**config.mk**
```make
export PLATFORM = sky130hd
export DESIGN_NAME = bn_relu_arb
export DESIGN_NICKNAME = d
export VERILOG_FILES = /design/src/rtl/bn_relu_arb.sv
export SDC_FILE = /design/constraint.sdc
export NUM_CORES = 1
export LEC_CHECK = 0
export BUFFER_PORTS_ARGS = -buffer_cell sky130_fd_sc_hd__buf_2
export CAP_MARGIN = 20
export CORE_AREA = 2 2 658 660
export CTS_BUF_LIST = sky130_fd_sc_hd__clkbuf_2
export DETAILED_ROUTE_END_ITERATION = 10
export DIE_AREA = 0 0 660 662
export HOLD_SLACK_MARGIN = 0.05
export SLEW_MARGIN = 30
export SYNTH_ARGS = -nofsm -noshare
export SYNTH_HDL_FRONTEND = slang
export SYNTH_SLANG_ARGS = --single-unit
export TNS_END_PERCENT = 30
```
**constraint.sdc**
```tcl
create_clock -name clk -period 2.3 [get_ports clk]
set_input_delay 0.115 -clock clk [delete_from_list [all_inputs] [get_ports clk]]
set_output_delay 0.115 -clock clk [all_outputs]
set_load 0.01 [all_outputs]
```
**src/rtl/bn_relu_arb.sv**
```systemverilog
// rtl/bn_relu_arb.sv - round-robin arbiter sharing one BN/ReLU datapath across requesters
// Grants bursts, issues beats with per-requester coefficients, routes results back by tag.
module bn_relu_arb #(
   parameter int NO_REQ    = 2,
   parameter int NO_CH     = 10,
   parameter int BW        = 12,
   parameter int R_SHIFT   = 6,
   parameter int LAT       = 4,
   parameter int MAX_BURST = 8
) (
   input  logic                                          clk,
   input  logic                                          rst,
   input  logic [NO_REQ-1:0]                             req_vld,
   output logic [NO_REQ-1:0]                             req_rdy,
   input  logic [NO_REQ-1:0][NO_CH-1:0][BW-1:0]          req_data,
   input  logic [NO_REQ-1:0][NO_CH-1:0][BW+R_SHIFT-1:0]  coef_a,
   input  logic [NO_REQ-1:0][NO_CH-1:0][BW+R_SHIFT-1:0]  coef_b,
   output logic                                          dp_vld_in,
   output logic [NO_CH-1:0][BW-1:0]                      dp_data_in,
   output logic [NO_CH-1:0][BW+R_SHIFT-1:0]              dp_a,
   output logic [NO_CH-1:0][BW+R_SHIFT-1:0]              dp_b,
   input  logic                                          dp_vld_out,
   input  logic [NO_CH-1:0][BW-1:0]                      dp_data_out,
   output logic [NO_REQ-1:0]                             rsp_vld,
   output logic [NO_CH-1:0][BW-1:0]                      rsp_data,
   output logic                                          err
);

   localparam int IDW = (NO_REQ > 1) ? $clog2(NO_REQ) : 1;
   localparam int CW  = $clog2(MAX_BURST + 1);
   localparam int DW  = $clog2(LAT + 2);

   typedef enum logic {IDLE, BURST} state_t;

   state_t                    state, state_nxt;
   logic [IDW-1:0]            gnt_id, last_id, pick_id, idx, iss_id;
   logic                      pick_vld;
   logic [CW-1:0]             cnt;
   logic                      xfer;
   logic [LAT-1:0]            tag_vld;
   logic [LAT-1:0][IDW-1:0]   tag_id;
   logic [DW-1:0]             drain;
   logic                      tag_hit;

   // Search from last_id+1 with wrap; iterate downwards so the nearest index wins.
   always_comb begin
      pick_id  = '0;
      pick_vld = 1'b0;
      idx      = '0;
      for (int k = NO_REQ; k >= 1; k--) begin
         idx = IDW'((int'(last_id) + k) % NO_REQ);
         if (req_vld[idx]) begin
            pick_id  = idx;
            pick_vld = 1'b1;
         end
      end
   end

   assign xfer = (state == BURST) && req_vld[gnt_id];

   always_ff @(posedge clk or negedge rst) begin
      if (!rst) begin
         state   <= IDLE;
         gnt_id  <= '0;
         last_id <= IDW'(NO_REQ - 1);
         cnt     <= '0;
      end else begin
         state <= state_nxt;
         if (state == IDLE && pick_vld) begin
            gnt_id  <= pick_id;
            last_id <= pick_id;
            cnt     <= '0;
         end else if (xfer) begin
            cnt <= cnt + CW'(1);
         end
      end
   end

   always_comb begin
      state_nxt = state;
      case (state)
         IDLE:    if (pick_vld) state_nxt = BURST;
         BURST:   if (!req_vld[gnt_id] || cnt == CW'(MAX_BURST - 1)) state_nxt = IDLE;
         default: state_nxt = IDLE;
      endcase
   end

   always_comb begin
      req_rdy = '0;
      if (state == BURST) req_rdy[gnt_id] = 1'b1;
   end

   always_ff @(posedge clk or negedge rst) begin
      if (!rst) begin
         dp_vld_in  <= 1'b0;
         iss_id     <= '0;
         dp_data_in <= '0;
         dp_a       <= '0;
         dp_b       <= '0;
      end else begin
         dp_vld_in <= xfer;
         if (xfer) begin
            iss_id     <= gnt_id;
            dp_data_in <= req_data[gnt_id];
            dp_a       <= coef_a[gnt_id];
            dp_b       <= coef_b[gnt_id];
         end
      end
   end

   // Tag pipe mirrors the datapath so its last stage lines up with dp_vld_out.
   always_ff @(posedge clk or negedge rst) begin
      if (!rst) begin
         tag_vld <= '0;
         tag_id  <= '0;
      end else begin
         tag_vld[0] <= dp_vld_in;
         tag_id[0]  <= iss_id;
         for (int s = 1; s < LAT; s++) begin
            tag_vld[s] <= tag_vld[s-1];
            tag_id[s]  <= tag_id[s-1];
         end
      end
   end

   assign tag_hit = dp_vld_out && tag_vld[LAT-1];

   // Mismatch checking stays masked while the datapath drains after reset.
   always_ff @(posedge clk or negedge rst) begin
      if (!rst) begin
         drain    <= DW'(LAT + 1);
         rsp_vld  <= '0;
         rsp_data <= '0;
         err      <= 1'b0;
      end else begin
         if (drain != '0) drain <= drain - DW'(1);
         rsp_vld <= '0;
         if (tag_hit) begin
            rsp_vld[tag_id[LAT-1]] <= 1'b1;
            rsp_data               <= dp_data_out;
         end
         if (drain == '0 && (dp_vld_out != tag_vld[LAT-1])) err <= 1'b1;
      end
   end

endmodule
```
==> results of run 1 <==
==> cell families after synthesis <==
logic type               count (synthesis)
XOR/XNOR                                 1
multiplexers                          1086
buffers and inverters                  125
flip-flops                             623
AND/OR/NAND/NOR                         20
AO/OA/AOI/OAI                           13
adder cells (fa/ha/maj)                  4
==> cell usage after synthesis (2+ instances only) <==
cell                         n  area (sq um)
sky130_fd_sc_hd__a21o_1      2          15.0
sky130_fd_sc_hd__a21oi_1     3          15.0
sky130_fd_sc_hd__and2_1      2          12.5
sky130_fd_sc_hd__buf_1       5          18.8
sky130_fd_sc_hd__buf_2      44           220
sky130_fd_sc_hd__buf_6      12           135
sky130_fd_sc_hd__clkbuf_1   61           229
sky130_fd_sc_hd__dfrtp_1   620         15500
sky130_fd_sc_hd__dfstp_2     3          78.8
sky130_fd_sc_hd__ha_1        4          50.1
sky130_fd_sc_hd__inv_1       2          7.51
sky130_fd_sc_hd__mux2_2    982         11100
sky130_fd_sc_hd__mux2_4    100          1500
sky130_fd_sc_hd__mux2i_1     3          30.0
sky130_fd_sc_hd__nand2_1     7          26.3
sky130_fd_sc_hd__nand2b_1    3          18.8
sky130_fd_sc_hd__nor2_1      3          11.3
sky130_fd_sc_hd__nor2b_1     3          18.8
sky130_fd_sc_hd__o211ai_1    2          15.0
sky130_fd_sc_hd__o21ai_0     2          10.0
sky130_fd_sc_hd__o31ai_1     2          15.0
==> stage by stage <==
step / instances / hold WS, ns / setup WS, ns / utilization [%]
after detailed placement: 9264 / 0.297 / 0.116 / 10.5
after global placement: 9264 / 0.296 / 0.138 / 10.5
after floorplan: 1872 / -0.181 / 0.471 / -
==> results.toml, run 1 <==
[clock_tree]
clockBufferDepth = 4
post-cts-setup-buffers = 32
postCtsResizedCells = 681
clock_sinks = 623
ctsHoldBuffers = 1923
cts_inserted_buffers = 182
clock_tree.root_cell = "sky130_fd_sc_hd__clkbuf_2"
htree_levels = 4

[synth]
synthDistinctLibCells = 28
async_reset_ff_share_pct = 100
synth_top_family_by_area = "multiplexers"
yosysSeqAreaShare_pct = 53.6
yosysWarningCount = 0
synth_enable_flop_cells = 0
synth-simple-area-share_pct = 0.370
postSynthRegisterBits = 623
synth.area.mux_share_pct = 43.4
netlist_area_sq_um = 29100
yosys.area_share.adder_pct = 0.172
synth_cells = 1872
synthesized_area_fraction_occupied_by_ao_oa_aoi_and_oai_cells_pct = 0.293
synth.net_count = 2961
yosys_most_used_dff = "sky130_fd_sc_hd__dfrtp_1"
synth_xor_xnor_area_share_pct = 0.0301
avg_synthesized_cell_area_sq_um = 15.5

[placed_design]
dpl-instance-area_sq_um = 45300
globalplace.congestion = 0.960
buffer_ports.inserted = 1690
place_hpwl_microns = 241000

[outcome]
outcome.stop_stage = "clock tree synthesis"
status = "did not finish"
toolErrorMsg = "[ERROR RSZ-0060] Max buffer count reached."

[die]
die_w_microns = 660
floorplan.initialDensity_pct = 6.77
ios = 1691
die_h_microns = 662
floorplan.rows = 241
==> run 2: changes to the inputs <==
--- a/config.mk
+++ b/config.mk
@@ -7,11 +7,10 @@
 export LEC_CHECK = 0
 export BUFFER_PORTS_ARGS = -buffer_cell sky130_fd_sc_hd__buf_2
 export CAP_MARGIN = 20
-export CORE_AREA = 2 2 658 660
-export CTS_BUF_LIST = sky130_fd_sc_hd__clkbuf_2
+export CORE_AREA = 2 2 657 659
 export DETAILED_ROUTE_END_ITERATION = 10
-export DIE_AREA = 0 0 660 662
-export HOLD_SLACK_MARGIN = 0.05
+export DIE_AREA = 0 0 659 661
+export PLACE_DENSITY_LB_ADDON = 0.15
 export SLEW_MARGIN = 30
 export SYNTH_ARGS = -nofsm -noshare
 export SYNTH_HDL_FRONTEND = slang
==> run 2 against run 1 <==
Compared with the run above:
- the run now ends clean
- area after synthesis unchanged
- synthesized cell count unchanged
==> results.toml, run 2 <==
[outcome]
status = "finished, final reports clean"

[power]
switching_share_pct = 41.5
vdd_ir_drop_max_uv = 635
power_frac_seq_pct = 27.6
power.density_cell_area_nw_per_um2 = 1220
leakage_nw = 25.6
p_int_mw = 42.8
clkPwrFrac_pct = 20.9
net-switching-power_mw = 30.4
pwr-share-comb_pct = 51.5

[drt]
route.detailed.drc = 0
antenna_left = 0
vias = 27900
detail_route.wirelength_microns = 237000
detail_route.vias_per_cell = 2.63
drt_first_pass_iters = 4
routed_wire_length_per_instance_microns = 22.4
drt_first_iter_violations = 727

[placed_design]
place_hpwl_microns = 201000
place_ws_ns = 0.108
globalplace.congestion = 0.837
buffer_ports.inserted = 1690

[clock_tree]
cts_tree = "yes"
clock_sinks = 623
clock_tree.root_cell = "sky130_fd_sc_hd__clkbuf_16"
cts_inserted_buffers = 97
worstSkewPairLatency_ns = 0.86
clkTransAtPathRegs_ns = 0.06
clockBufferDepth = 4
htree_levels = 3

[synth]
synth_enable_flop_cells = 0
synth.top_cells.by_area = "sky130_fd_sc_hd__dfrtp_1 53%, sky130_fd_sc_hd__mux2_2 38%, sky130_fd_sc_hd__mux2_4 5.2%"
yosys.area_share.adder_pct = 0.172
yosys_most_used_dff = "sky130_fd_sc_hd__dfrtp_1"
synthDistinctLibCells = 28
synth.top_cells.by_count = "982 x sky130_fd_sc_hd__mux2_2, 620 x sky130_fd_sc_hd__dfrtp_1, 100 x sky130_fd_sc_hd__mux2_4"
synth.net_count = 2961
synth_xor_xnor_area_share_pct = 0.0301
async_reset_ff_share_pct = 100
yosysWarningCount = 0
synth.largest_area_cell = "sky130_fd_sc_hd__dfrtp_1"
synthesized_area_fraction_occupied_by_ao_oa_aoi_and_oai_cells_pct = 0.293
netlist_area_sq_um = 29100
postSynthRegisterBits = 623
synth-simple-area-share_pct = 0.370
synthDominantCellAreaShare_pct = 53.4
avg_synthesized_cell_area_sq_um = 15.5
most_frequently_used_cell_type_in_the_post_synthesis_netlist = "sky130_fd_sc_hd__mux2_2"
synth_top_family_by_area = "multiplexers"
synth.area.mux_share_pct = 43.4
synth_cells = 1872
yosysSeqAreaShare_pct = 53.6

[layout]
fillerInstances = 48400
nets = 5870
synthToLayoutAreaGrowth_pct = 106
layout_commonest_cell = "sky130_fd_sc_hd__buf_2"
biggestRegsByFlops = "dp_a x180, dp_b x180"
mostFrequentLayoutCells = "1690 x sky130_fd_sc_hd__buf_2, 1144 x sky130_fd_sc_hd__dlygate4sd3_1, 982 x sky130_fd_sc_hd__mux2_2, 619 x sky130_fd_sc_hd__dfrtp_1, 100 x sky130_fd_sc_hd__mux2_4"
layout-drive-gt1-share_pct = 62.4

[die]
floorplan.initialDensity_pct = 6.78
die_w_microns = 659
die_h_microns = 661
floorplan.rows = 241
ios = 1691
area_of_the_die_sq_um = 436000
core_area_sq_um = 429000

[grt]
first_global_vias = 30600
wire_length_of_the_first_global_routing_pass_microns = 301000
met3_track_demand_over_resource_pct = 5.80
global_route.usage.met1_pct = 11.4
number_of_antenna_violations_at_the_first_check_in_global_routing = 100
grt.busiest_layer = "met2"
global_route.usage.met2_pct = 17.6
grt.total_usage_pct = 10.4
grt_start_max_net_pins = 83
gr-total-overflow = 0

[worst_setup_path]
rr_startpoint = "gnt_id$_DFFE_PN0P_"
setup.worst_path.start_class = "flip-flop"
r2r_end = "dp_a[25]$_DFFE_PN0P_"
cpMaxStageDelayCell = "sky130_fd_sc_hd__dlygate4sd3_1"
cp-end-kind = "flip-flop"
cp_data_arrival_time_ns = 2.94
r2r_setup_slack_ns = 0.05
worst_path_largest_cell_delay_ns = 0.58
critPathKind = "flip-flop to flip-flop"
crit_chain = "buf_12 > buf_16 > mux2_2 > dlygate4sd3_1 > mux2_4"
critical_path_required_time_ns = 2.99
worst-path-max-fanout = 33
worst-r2r-cell-count = 5

[sta]
worst_slew_pin_slew_ns = 0.628
clock.fmax_mhz = 445
final.setup.worst_slack_ns = 0.0547
rsz_0062_raised_after_global_routing = "no"
timing.final.max_slew_violations = 0
setup_total_negative_slack_ns = 0
final-hold-violation-count = 0
layout_worst_path_cycle_share_pct = 97.6
shortest_period_the_worst_path_allows_ns = 2.25
timing.max_slew.rel_slack_pct = 58.1
report.final.setup_viol = 0
fin_worst_skew_ns = 0.0782

[worst_hold_path]
hold-path-cell-count = 3
whs_endpoint = "rsp_data[40]$_DFFE_PN0P_"
hold_path_startpoint = "dp_data_out[40]"
worst_hold_path_type = "input pin to flip-flop"

[run]
number_of_violations_of_the_max_capacitance_limit = 0
-- run 2: layout make-up --
class / count / area, sq um / share of cell area, %
diodes: 19 / 47.5 / 0.0794
clock buffers: 128 / 2670 / 4.46
clock inverters: 40 / 493 / 0.823
inverters: 3 / 18.8 / 0.0313
multi-input cells: 1124 / 12900 / 21.5
flip-flops and latches: 623 / 15600 / 26.0
well taps: 5710 / 7140 / 11.9
repair buffers: 2932 / 21000 / 35.1
-- run 2: kinds of logic (layout without fill, tap and decap cells) --
family | count (synthesis) | in the layout
AND/OR/NAND/NOR | 20 | 20
multiplexers | 1086 | 1086
buffers and inverters | 125 | 3103
other | 0 | 19
XOR/XNOR | 1 | 1
AO/OA/AOI/OAI | 13 | 13
adder cells (fa/ha/maj) | 4 | 4
flip-flops | 623 | 623
-- run 2: metrics by stage --
stage | instances | area [sq um] | utilization, % | hold slack, ns | power [mW]
floorplan | 1872 | 29100 | - | -0.181 | 36.5
finish | 10600 | 59900 | 14.0 | 0.0984 | 73.1
global route | 10600 | 59900 | 14.0 | 0.0322 | 78.7
detailed placement | 9244 | 45200 | 10.5 | 0.247 | 57.8
CTS | 10600 | 59800 | 13.9 | 0.00109 | 76.1
global placement | 9244 | 45200 | 10.5 | 0.247 | 57.8
-- run 2: power by group through the flow --
| stage | sequential (mW) | combinational, mW | clock (mW) |
|---|---|---|---|
| 2_1_floorplan | 22.1 | 14.5 | 0 |
| 3_3_place_gp | 20.4 | 37.4 | 0 |
| 3_5_place_dp | 20.4 | 37.4 | 0 |
| 4_1_cts | 20.3 | 39.6 | 16.2 |
| 5_1_grt | 21.0 | 41.1 | 16.5 |
| 6_report | 20.2 | 37.7 | 15.3 |
-- run 2: what timing repair did --
action	4_1_cts	5_1_grt
endpoints found under the hold margin	1155	0
gates resized for setup	0	3
setup endpoints to repair	0	22
hold buffers	1145	0
buffers inserted	0	2
-- run 2: worst max-delay path, delay by kind of cell (launching register included) --
| family | cells | cell delay, ns |
|---|---|---|
| buffers and inverters | 3 | 0.86 |
| muxes | 2 | 0.64 |
| DFF | 1 | 0.52 |
-- run 2: how the worst max path moves through the flow --
stage / startpoint / end / slack, ns
2_1_floorplan: gnt_id$_DFFE_PN0P_ / dp_a[107]$_DFFE_PN0P_ / 0.47
3_3_place_gp: gnt_id$_DFFE_PN0P_ / dp_data_in[117]$_DFFE_PN0P_ / 0.12
3_5_place_dp: gnt_id$_DFFE_PN0P_ / dp_a[57]$_DFFE_PN0P_ / 0.11
4_1_cts: gnt_id$_DFFE_PN0P_ / dp_b[166]$_DFFE_PN0P_ / 0.009
5_1_grt: gnt_id$_DFFE_PN0P_ / dp_b[148]$_DFFE_PN0P_ / 0.003
6_report: gnt_id$_DFFE_PN0P_ / dp_a[25]$_DFFE_PN0P_ / 0.05
-- run 2: metal layers --
| metal | wire [microns] | vias up |
|---|---|---|
| met5 | 304 | - |
| met4 | 4660 | 46 |
| met3 | 28900 | 303 |
| met2 | 113000 | 1117 |
| met1 | 90400 | 13700 |
| li1 | - | 12700 |
Note: power is estimated with default switching activity, not from simulation.
